==> config.mk <==
export PLATFORM = sky130hd
export DESIGN_NAME = dispatch_ctrl
export DESIGN_NICKNAME = d
export VERILOG_FILES = /design/src/rtl/dispatch_pkg.sv /design/src/rtl/uop_fifo2.sv /design/src/rtl/dispatch_ctrl.sv
export SDC_FILE = /design/constraint.sdc
export NUM_CORES = 1
export LEC_CHECK = 0
export ABC_AREA = 1
export BUFFER_PORTS_ARGS = -buffer_cell sky130_fd_sc_hd__buf_4
export CELL_PAD_IN_SITES_DETAIL_PLACEMENT = 0
export CELL_PAD_IN_SITES_GLOBAL_PLACEMENT = 2
export CORE_MARGIN = 4
export CORE_UTILIZATION = 40
export DETAILED_ROUTE_END_ITERATION = 7
export PLACE_DENSITY = 0.86
export REMOVE_ABC_BUFFERS = 1
export SYNTH_ARGS = -nofsm -noshare
export SYNTH_HDL_FRONTEND = slang
export SYNTH_HIERARCHICAL = 1
export SYNTH_SLANG_ARGS = --single-unit
==> constraint.sdc <==
create_clock -name clk -period 11.27 [get_ports clk]
set_input_delay 2.254 -clock clk [delete_from_list [all_inputs] [get_ports clk]]
set_output_delay 2.254 -clock clk [all_outputs]
set_load 0.02 [all_outputs]
==> src/rtl/dispatch_pkg.sv <==
// ---------------------------------------------------------------------------
// dispatch_pkg
//   Shared types and constants for the dispatch stage: the 65-bit decoded
//   micro-op layout, functional-unit selector codes, ALUOp encodings, and
//   queue geometry.
// ---------------------------------------------------------------------------
package dispatch_pkg;

    localparam int UOP_W = 65;
    localparam int DEPTH = 2;

    // Functional-unit selector carried in the micro-op.
    localparam logic [1:0] FU_ALU = 2'b00;
    localparam logic [1:0] FU_BR  = 2'b01;
    localparam logic [1:0] FU_LSU = 2'b10;
    localparam logic [1:0] FU_ILL = 2'b11;

    // ALUOp encodings produced by the decoder.
    localparam logic [1:0] ALUOP_ADD   = 2'b00;  // address calc / plain add
    localparam logic [1:0] ALUOP_SUB   = 2'b01;  // branch compare
    localparam logic [1:0] ALUOP_FUNCT = 2'b10;  // R-type, use funct fields
    localparam logic [1:0] ALUOP_IMM   = 2'b11;  // I-type arithmetic

    // MSB first: pc occupies bits [64:56], regwrite is bit 0.
    typedef struct packed {
        logic [8:0]  pc;
        logic [4:0]  rs1;
        logic [4:0]  rs2;
        logic [4:0]  rd;
        logic [31:0] imm;
        logic        alusrc;
        logic        branch;
        logic [1:0]  aluop;
        logic [1:0]  futype;
        logic        memread;
        logic        memwrite;
        logic        regwrite;
    } uop_t;

    function automatic logic [1:0] uop_fu(input uop_t u);
        return u.futype;
    endfunction

endpackage

==> src/rtl/uop_fifo2.sv <==
// ---------------------------------------------------------------------------
// uop_fifo2
//   Two-entry register FIFO for decoded micro-ops. Head is read straight from
//   the storage registers, so an entry pushed in cycle N is visible on head_o
//   in cycle N+1.
// Ports
//   clk, reset  clock, synchronous active-high reset
//   clear_i     drop all entries (takes priority over push/pop)
//   push_i      write din_i (ignored when full)
//   pop_i       retire head (ignored when empty)
//   din_i       micro-op to enqueue
//   full_o      both entries occupied
//   empty_o     no entries occupied
//   head_o      oldest entry
// ---------------------------------------------------------------------------
module uop_fifo2
    import dispatch_pkg::*;
(
    input  logic clk,
    input  logic reset,
    input  logic clear_i,
    input  logic push_i,
    input  logic pop_i,
    input  uop_t din_i,
    output logic full_o,
    output logic empty_o,
    output uop_t head_o
);

    uop_t       mem_q [DEPTH];
    logic       wr_ptr_q, wr_ptr_d;
    logic       rd_ptr_q, rd_ptr_d;
    logic [1:0] cnt_q, cnt_d;
    logic       push_en, pop_en;

    assign full_o  = (cnt_q == 2'd2);
    assign empty_o = (cnt_q == 2'd0);
    assign head_o  = mem_q[rd_ptr_q];

    assign push_en = push_i && !full_o && !clear_i;
    assign pop_en  = pop_i && !empty_o && !clear_i;

    // Payload registers carry no reset; occupancy is tracked by cnt_q.
    for (genvar gi = 0; gi < DEPTH; gi++) begin : g_entry
        always_ff @(posedge clk) begin
            if (push_en && (wr_ptr_q == 1'(gi))) begin
                mem_q[gi] <= din_i;
            end
        end
    end

    always_comb begin
        wr_ptr_d = wr_ptr_q;
        rd_ptr_d = rd_ptr_q;
        cnt_d    = cnt_q;
        if (push_en) wr_ptr_d = ~wr_ptr_q;
        if (pop_en)  rd_ptr_d = ~rd_ptr_q;
        case ({push_en, pop_en})
            2'b10:   cnt_d = cnt_q + 2'd1;
            2'b01:   cnt_d = cnt_q - 2'd1;
            default: cnt_d = cnt_q;
        endcase
    end

    always_ff @(posedge clk) begin
        if (reset || clear_i) begin
            wr_ptr_q <= 1'b0;
            rd_ptr_q <= 1'b0;
            cnt_q    <= 2'd0;
        end else begin
            wr_ptr_q <= wr_ptr_d;
            rd_ptr_q <= rd_ptr_d;
            cnt_q    <= cnt_d;
        end
    end

endmodule

==> src/rtl/dispatch_ctrl.sv <==
// ---------------------------------------------------------------------------
// dispatch_ctrl
//   Buffers decoded micro-ops in a 2-entry in-order queue and steers the head
//   to the ALU, BRANCH or LSU reservation station by its FUtype. Branch
//   dispatch is throttled by an outstanding-branch count and each dispatched
//   branch gets a rolling tag. FUtype 11 heads are dropped with an illegal
//   pulse. Flush (and reset) empties everything.
// Ports
//   clk, reset              clock, synchronous active-high reset
//   flush                   squash queue, zero branch count and tag
//   dec_valid/dec_ready     decoder handshake (ready = queue not full)
//   dec_uop                 decoded micro-op in
//   disp_uop                head payload shared by all stations
//   alu_valid/alu_ready     ALU station handshake
//   br_valid/br_ready       BRANCH station handshake
//   br_tag                  tag of the branch currently offered
//   lsu_valid/lsu_ready     LSU station handshake
//   br_resolve              one branch resolved this cycle
//   illegal                 FUtype 11 head dropped this cycle
//   br_cnt                  outstanding branch count
// ---------------------------------------------------------------------------
module dispatch_ctrl
    import dispatch_pkg::*;
#(
    parameter int MAX_BR = 4,
    localparam int TW    = (MAX_BR > 1) ? $clog2(MAX_BR) : 1,
    localparam int CW    = $clog2(MAX_BR + 1)
) (
    input  logic          clk,
    input  logic          reset,
    input  logic          flush,
    input  logic          dec_valid,
    output logic          dec_ready,
    input  uop_t          dec_uop,
    output uop_t          disp_uop,
    output logic          alu_valid,
    input  logic          alu_ready,
    output logic          br_valid,
    input  logic          br_ready,
    output logic [TW-1:0] br_tag,
    output logic          lsu_valid,
    input  logic          lsu_ready,
    input  logic          br_resolve,
    output logic          illegal,
    output logic [CW-1:0] br_cnt
);

    logic          q_full, q_empty;
    uop_t          q_head;
    logic          kill;
    logic          push, pop;
    logic          is_alu, is_br, is_lsu, is_ill;
    logic          br_credit, br_fire, br_dec;
    logic [CW-1:0] br_cnt_q, br_cnt_d;
    logic [TW-1:0] br_tag_q, br_tag_d;

    // Reset and flush both squash: outputs are masked in that cycle so no
    // station can see a handshake that is about to be discarded.
    assign kill = reset || flush;

    // Ready depends on registered occupancy only; a pop in the same cycle does
    // not reopen a full queue.
    assign dec_ready = !q_full;
    assign push      = dec_valid && dec_ready;

    uop_fifo2 u_fifo (
        .clk     (clk),
        .reset   (reset),
        .clear_i (flush),
        .push_i  (push),
        .pop_i   (pop),
        .din_i   (dec_uop),
        .full_o  (q_full),
        .empty_o (q_empty),
        .head_o  (q_head)
    );

    assign disp_uop = q_head;

    assign is_alu = !q_empty && (uop_fu(q_head) == FU_ALU);
    assign is_br  = !q_empty && (uop_fu(q_head) == FU_BR);
    assign is_lsu = !q_empty && (uop_fu(q_head) == FU_LSU);
    assign is_ill = !q_empty && (uop_fu(q_head) == FU_ILL);

    // Credit check uses the registered count, so a resolve arriving this cycle
    // only frees a slot for the next cycle.
    assign br_credit = (br_cnt_q < CW'(MAX_BR));

    assign alu_valid = !kill && is_alu;
    assign br_valid  = !kill && is_br && br_credit;
    assign lsu_valid = !kill && is_lsu;
    assign illegal   = !kill && is_ill;

    assign br_fire = br_valid && br_ready;
    assign pop     = (alu_valid && alu_ready) || br_fire ||
                     (lsu_valid && lsu_ready) || illegal;

    // A resolve with nothing outstanding is dropped rather than underflowing.
    assign br_dec = br_resolve && (br_cnt_q != '0);

    always_comb begin
        br_cnt_d = br_cnt_q;
        if (br_fire && !br_dec) begin
            br_cnt_d = br_cnt_q + CW'(1);
        end else if (!br_fire && br_dec) begin
            br_cnt_d = br_cnt_q - CW'(1);
        end
    end

    always_comb begin
        br_tag_d = br_tag_q;
        if (br_fire) begin
            br_tag_d = (br_tag_q == TW'(MAX_BR - 1)) ? '0 : br_tag_q + TW'(1);
        end
    end

    always_ff @(posedge clk) begin
        if (kill) begin
            br_cnt_q <= '0;
            br_tag_q <= '0;
        end else begin
            br_cnt_q <= br_cnt_d;
            br_tag_q <= br_tag_d;
        end
    end

    assign br_cnt = br_cnt_q;
    assign br_tag = br_tag_q;

endmodule

; Word level (Yosys, flattened, before mapping)
; Memories as Yosys holds them, arrays and structs flattened. A register that Yosys moved wholly into a read port is not among the register bits.
; Cells that the tools add are included.
[op_classes]
muxes = 13
add_sub_neg = 5
bitwise = 2
n_reduce_logical = 38
order_cmp = 1
eq_ne = 7
[op_table]
columns = op, count
row1 = 2-to-1 mux 65 bit, 1
row2 = OR reduction 65 bit, 1
row3 = logical AND 1 bit, 22
row4 = == test 2 bit (second input constant), 5
row5 = 2-to-1 mux 1 bit, 8
row6 = zero test 1 bit, 6
row7 = 2-to-1 mux 3 bit, 2
row8 = adder 2 x 1 -> 2 bit (second input constant), 2
row9 = == test 2 x 1 -> 1 bit (second input constant), 2
row10 = zero test 2 bit, 2
row11 = logical OR 1 bit, 4
row12 = case mux 2 bit (2 select lines), 1
row13 = nonzero test 2 bit, 2
row14 = adder 3 x 1 -> 3 bit (second input constant), 1
row15 = less-than comparator 3 bit (second input constant), 1
row16 = nonzero test 3 bit, 1
row17 = subtractor 3 x 1 -> 3 bit (second input constant), 1
row18 = 2-to-1 mux 2 bit, 1
row19 = NOT 1 bit, 2
row20 = subtractor 2 x 1 -> 2 bit (second input constant), 1
[word_totals]
wordCells = 72
out_inout_bits = 75
reg_bits = 9
ramBits = 130
in_bits = 73
memories = 1
[mem_list]
columns = name, words, word_bits, rd, rd_clocked_by_memory_dff, write_ports, line_no
row1 = u_fifo.mem_q, 2, 65, 1, 1, 1, uop_fifo2.sv:30  ; uop_t mem_q [DEPTH];

; Depth between registers and ports, before layout
[logic_depth]
ltp_word = 13
ltp_mapped = 15
depth_no_buf = 14

; Cells and area by module
; The synthesis kept the hierarchy.
[modules_own_cells]
columns = module, area_per_inst_um2, instances, cells_per_inst
row1 = uop_fifo2, 5152.4, 1, 242
row2 = dispatch_ctrl, 395.4, 1, 56

; Least setup slack after synthesis
; No wires, ideal clock.
[synth_timing]
path_kind = input-to-reg
startpoint = input dec_valid
endpoint = memory u_fifo/mem_q[0][0] (netlist bit) (enable)
path_slack_ps = 5450
n_path_buf = 0
arrival_ps = 5332
cell_stages = 6
required_time_ps = 10782
setup_ps = 488
cell_sequence = inv_1 -> nor2_1 -> inv_1 -> nor2_1 -> nand2_1 -> nor2_1
[synth_via]
elab_chain_len = 8
elab_cells_between_ends = 12
[synth_rtl]
columns = item, line_no
row1 = from (decl), dispatch_ctrl.sv:32  ; input logic dec_valid,
row2 = logical AND 1 bit *, dispatch_ctrl.sv:64  ; assign push = dec_valid && dec_ready;
row3 = named net push, dispatch_ctrl.sv:51  ; logic push, pop;
row4 = logical AND 1 bit * (2 in a row), uop_fifo2.sv:40  ; assign push_en = push_i && !full_o && !clear_i;
row5 = logical AND 1 bit, uop_fifo2.sv:46  ; if (push_en && (wr_ptr_q == 1'(gi))) begin
row6 = 2-to-1 mux 1 bit, uop_fifo2.sv:46
row7 = 2-to-1 mux 1 bit (implied by the code), uop_fifo2.sv:47  ; mem_q[gi] <= din_i;
row8 = OR reduction 65 bit (no line), -
row9 = 2-to-1 mux 1 bit (no line), -
row10 = to (decl), uop_fifo2.sv:30
; Mark *: on every way through the listed nets, which the timed path passes. The rest lies on a longest branch.

; Worst setup path after layout
[layout_timing]
startpoint = input flush
endpoint = output alu_valid
[layout_via]
elab_chain_len = 3
[layout_rtl]
columns = item, line_no
row1 = from (decl), dispatch_ctrl.sv:31  ; input logic flush,
row2 = logical OR 1 bit, dispatch_ctrl.sv:59  ; assign kill = reset || flush;
row3 = zero test 1 bit, dispatch_ctrl.sv:89  ; assign alu_valid = !kill && is_alu;
row4 = logical AND 1 bit, dispatch_ctrl.sv:89
row5 = to (decl), dispatch_ctrl.sv:36  ; output logic alu_valid,
; No other way between the ends.

==> impl_metrics.ini <==
[timing]
max_freq_mhz = 189
worst_slack_ns = 5.99
worst_pin_slew_ns = 0.719
final-hold-violation-count = 0
slew_headroom_pct = 52.0
setup_viol = 0
fin_tns_setup_ns = 0
slew_violations = 0
min_period_over_period_pct = 46.8
rsz0062_at_grt = false
skew_ns = 0.00754
fin_crit_ns = 5.28
timing.hold.ws_ns = 0.531

[global_route]
grt_max_degree = 43
antenna_found_initial = 0
grtUsageTotal_pct = 13.4
first_global_vias = 3127
grt_overflow = 0
grt_pass1_wl_um = 16400

[clocking]
path_clk_slew_ns = 0.06
clockRootBuffer = clkbuf_16
ctsResizeCount = 0
clkLatencyLatePin_ns = 0.40
cts_buffer_depth = 2
cts_setup_buffers = 0
cts.htree.levels = 4
cts_buffers = 17
cts_tree = built
hold_buffers = 0
clock_sinks = 140

[pwr]
power_mw = 1.20
p_leak_nw = 2.93
irDropWorstVdd_v = 0.0000996
powerDensity_nw_per_um2 = 162

[place]
dp_hpwl_um = 7280
gp_congestion = 0.721
port_buffers = 147
placedCellCount = 617
postPlaceCellArea_um2 = 6830
dpl_worst_slack_ns = 5.99

[critical_path]
crit_end = alu_valid
crit-reg2reg-launch = u_fifo/cnt_q[0]
cp_num_buf_inv = 3
cp_slowest_cell = nor2_8
cp_num_cells = 5
crit_path_frequent_cell = buf_4
path_class = primary input to output pin
path_cells = buf_4 > nor2_8 > inv_2 > nor4_1 > buf_4
critPathLaunchType = primary input
critPathMaxStageDelay_ns = 0.19
crit_path_max_fanout = 10
regToRegSetupSlack_ns = 8.55
worstPathArrival_ns = 3.03
timing.critical_path.from = flush
critPathTopFamily = buffers and inverters
reg2reg_to = u_fifo/mem_q[0][8]
reg2regPathDepth = 9
cp.required_ns = 9.02
cp-end-kind = output pin

[synthesis]
synth_top_area_share_pct = 70.4
synth_top_area_cell = edfxtp_1
yosys_warnings = 6
synth_area_leaders = edfxtp_1 (70%), mux2_4 (14%), dfxtp_1 (3.6%), mux2_2 (3.0%), nor2_1 (1.6%)
syn-instance-count = 298
syn_avg_cell_area_um2 = 18.6
synth.distinct_cells = 26
syn_area_um2 = 5550
seq_area_frac_synth_pct = 74.0
synth_seq_cells = 140

[route]
drc = 0
ant_nets = 0
drt-total-wl_um = 10400
dr.pass1.iters = 4
drt_iter0_markers = 171
route.vias.total = 3057
wl_per_cell_um = 16.1
routed_via_density = 4.72

[die]
start_util_pct = 41.4
top_level_ports = 148
core_um2 = 13400
fp-row-count = 42
die_h_um = 126
die_area_um2 = 15800
die_w_um = 126

[finish]
diodes = 0
fin_util_pct = 55.3
syn_to_final_growth_pct = 33.6
drive_gt1_share_pct = 53.4
fin_nets = 537
final_cell_area_um2 = 7410
stdcell_count = 648

[hold_path]
hold_start = br_cnt[1]
min_path_type = flip-flop to flip-flop

[outcome]
outcome = finished clean

[job]
max-cap-violations = 0
-- worst min-delay path by stage --
stage                      end  slack (ns)  cells after the start
6_report             br_cnt[1]        0.53                      2
5_1_grt              br_cnt[1]        0.56                      2
4_1_cts              br_cnt[1]        0.54                      2
3_5_place_dp         br_cnt[1]        0.52                      2
3_3_place_gp         br_cnt[1]        0.50                      2
2_1_floorplan  u_fifo/wr_ptr_q        0.47                      2
-- report_power, final --
| part | leakage, nW | internal [mW] | switching [mW] |
|---|---|---|---|
| registers | 1.28 | 0.583 | 0.00324 |
| clock network | 0.282 | 0.344 | 0.195 |
| logic | 1.37 | 0.0403 | 0.0377 |
-- layer usage --
layer	part of all wire, %	track usage [%]	vias up
met3	8.6	5.55	11
met2	47	20.7	121
li1	-	-	1437
met4	1.3	4.92	0
met5	0	0	-
met1	43	17.1	1488
-- state kept, by name, indices dropped and copies added (netlist names), named ones only --
signal and count:
u_fifo/cnt_q 2, u_fifo/mem_q 130, u_fifo/wr_ptr_q 1, u_fifo/rd_ptr_q 1, br_tag 2, br_cnt 3
-- placed cells by master, fill, tap and decap left out, types with 2 or more instances in the layout --
| cell | Yosys | layout |
|---|---|---|
| clkinv_1 | 0 | 3 |
| edfxtp_1 | 130 | 130 |
| inv_2 | 3 | 4 |
| o21ai_0 | 2 | 2 |
| nor2_1 | 24 | 23 |
| dfxtp_1 | 10 | 9 |
| clkbuf_16 | 0 | 17 |
| clkinv_2 | 0 | 3 |
| ha_1 | 3 | 3 |
| clkinv_4 | 0 | 2 |
| mux2_2 | 15 | 15 |
| xor2_1 | 2 | 2 |
| nand2_1 | 15 | 15 |
| nand4_1 | 4 | 4 |
| inv_1 | 17 | 16 |
| nand3_1 | 3 | 3 |
| nor4_1 | 2 | 2 |
| bufinv_16 | 0 | 3 |
| buf_4 | 0 | 150 |
| a21oi_1 | 2 | 2 |
| mux2_4 | 50 | 50 |
| nor2_4 | 1 | 2 |
-- final cells by class --
cell class	count	area, um^2
fillers	1102	5990
clock inverters	13	150
well taps	176	220
inverters	20	75.1
multi-input cells	131	1300
clock buffers	18	429
repair buffers	150	1130
flip-flops and latches	140	4110
-- Yosys cell counts --
cell	count
nor3_1	1
mux2_4	50
a21oi_1	2
inv_1	17
and2_1	1
o31ai_1	1
o21ai_0	2
dfxtp_1	10
nor2_4	1
buf_6	6
nand4_1	4
xor2_1	2
edfxtp_1	130
nor4_1	2
ha_1	3
nor2_1	24
fa_1	1
buf_2	1
nand2_1	15
nor2_8	1
o21ai_1	1
mux2_2	15
nand3_1	3
nor2_2	1
inv_2	3
nand4_4	1
-- kinds of logic after synthesis --
| family | synth area share (%) |
|---|---|
| AOI/OAI and AO/OA | 0.586 |
| xor gates and xnor gates | 0.316 |
| adders and majority gates | 1.04 |
| buffers and inverters | 2.66 |
| DFF | 74.0 |
| muxes | 16.6 |
| and+or+nand+nor | 4.85 |
-- worst register-to-register path: stages, from the launching register on --
cell and delay [ns]:
dfxtp_1 0.42, inv_1 0.08, nand2_1 0.13, inv_1 0.07, nor2_1 0.11, inv_1 0.05, nor2_1 0.14, nand2_1 0.13
nor2_4 0.57, buf_4 0.63
Note: power is estimated with default switching activity, not from simulation.
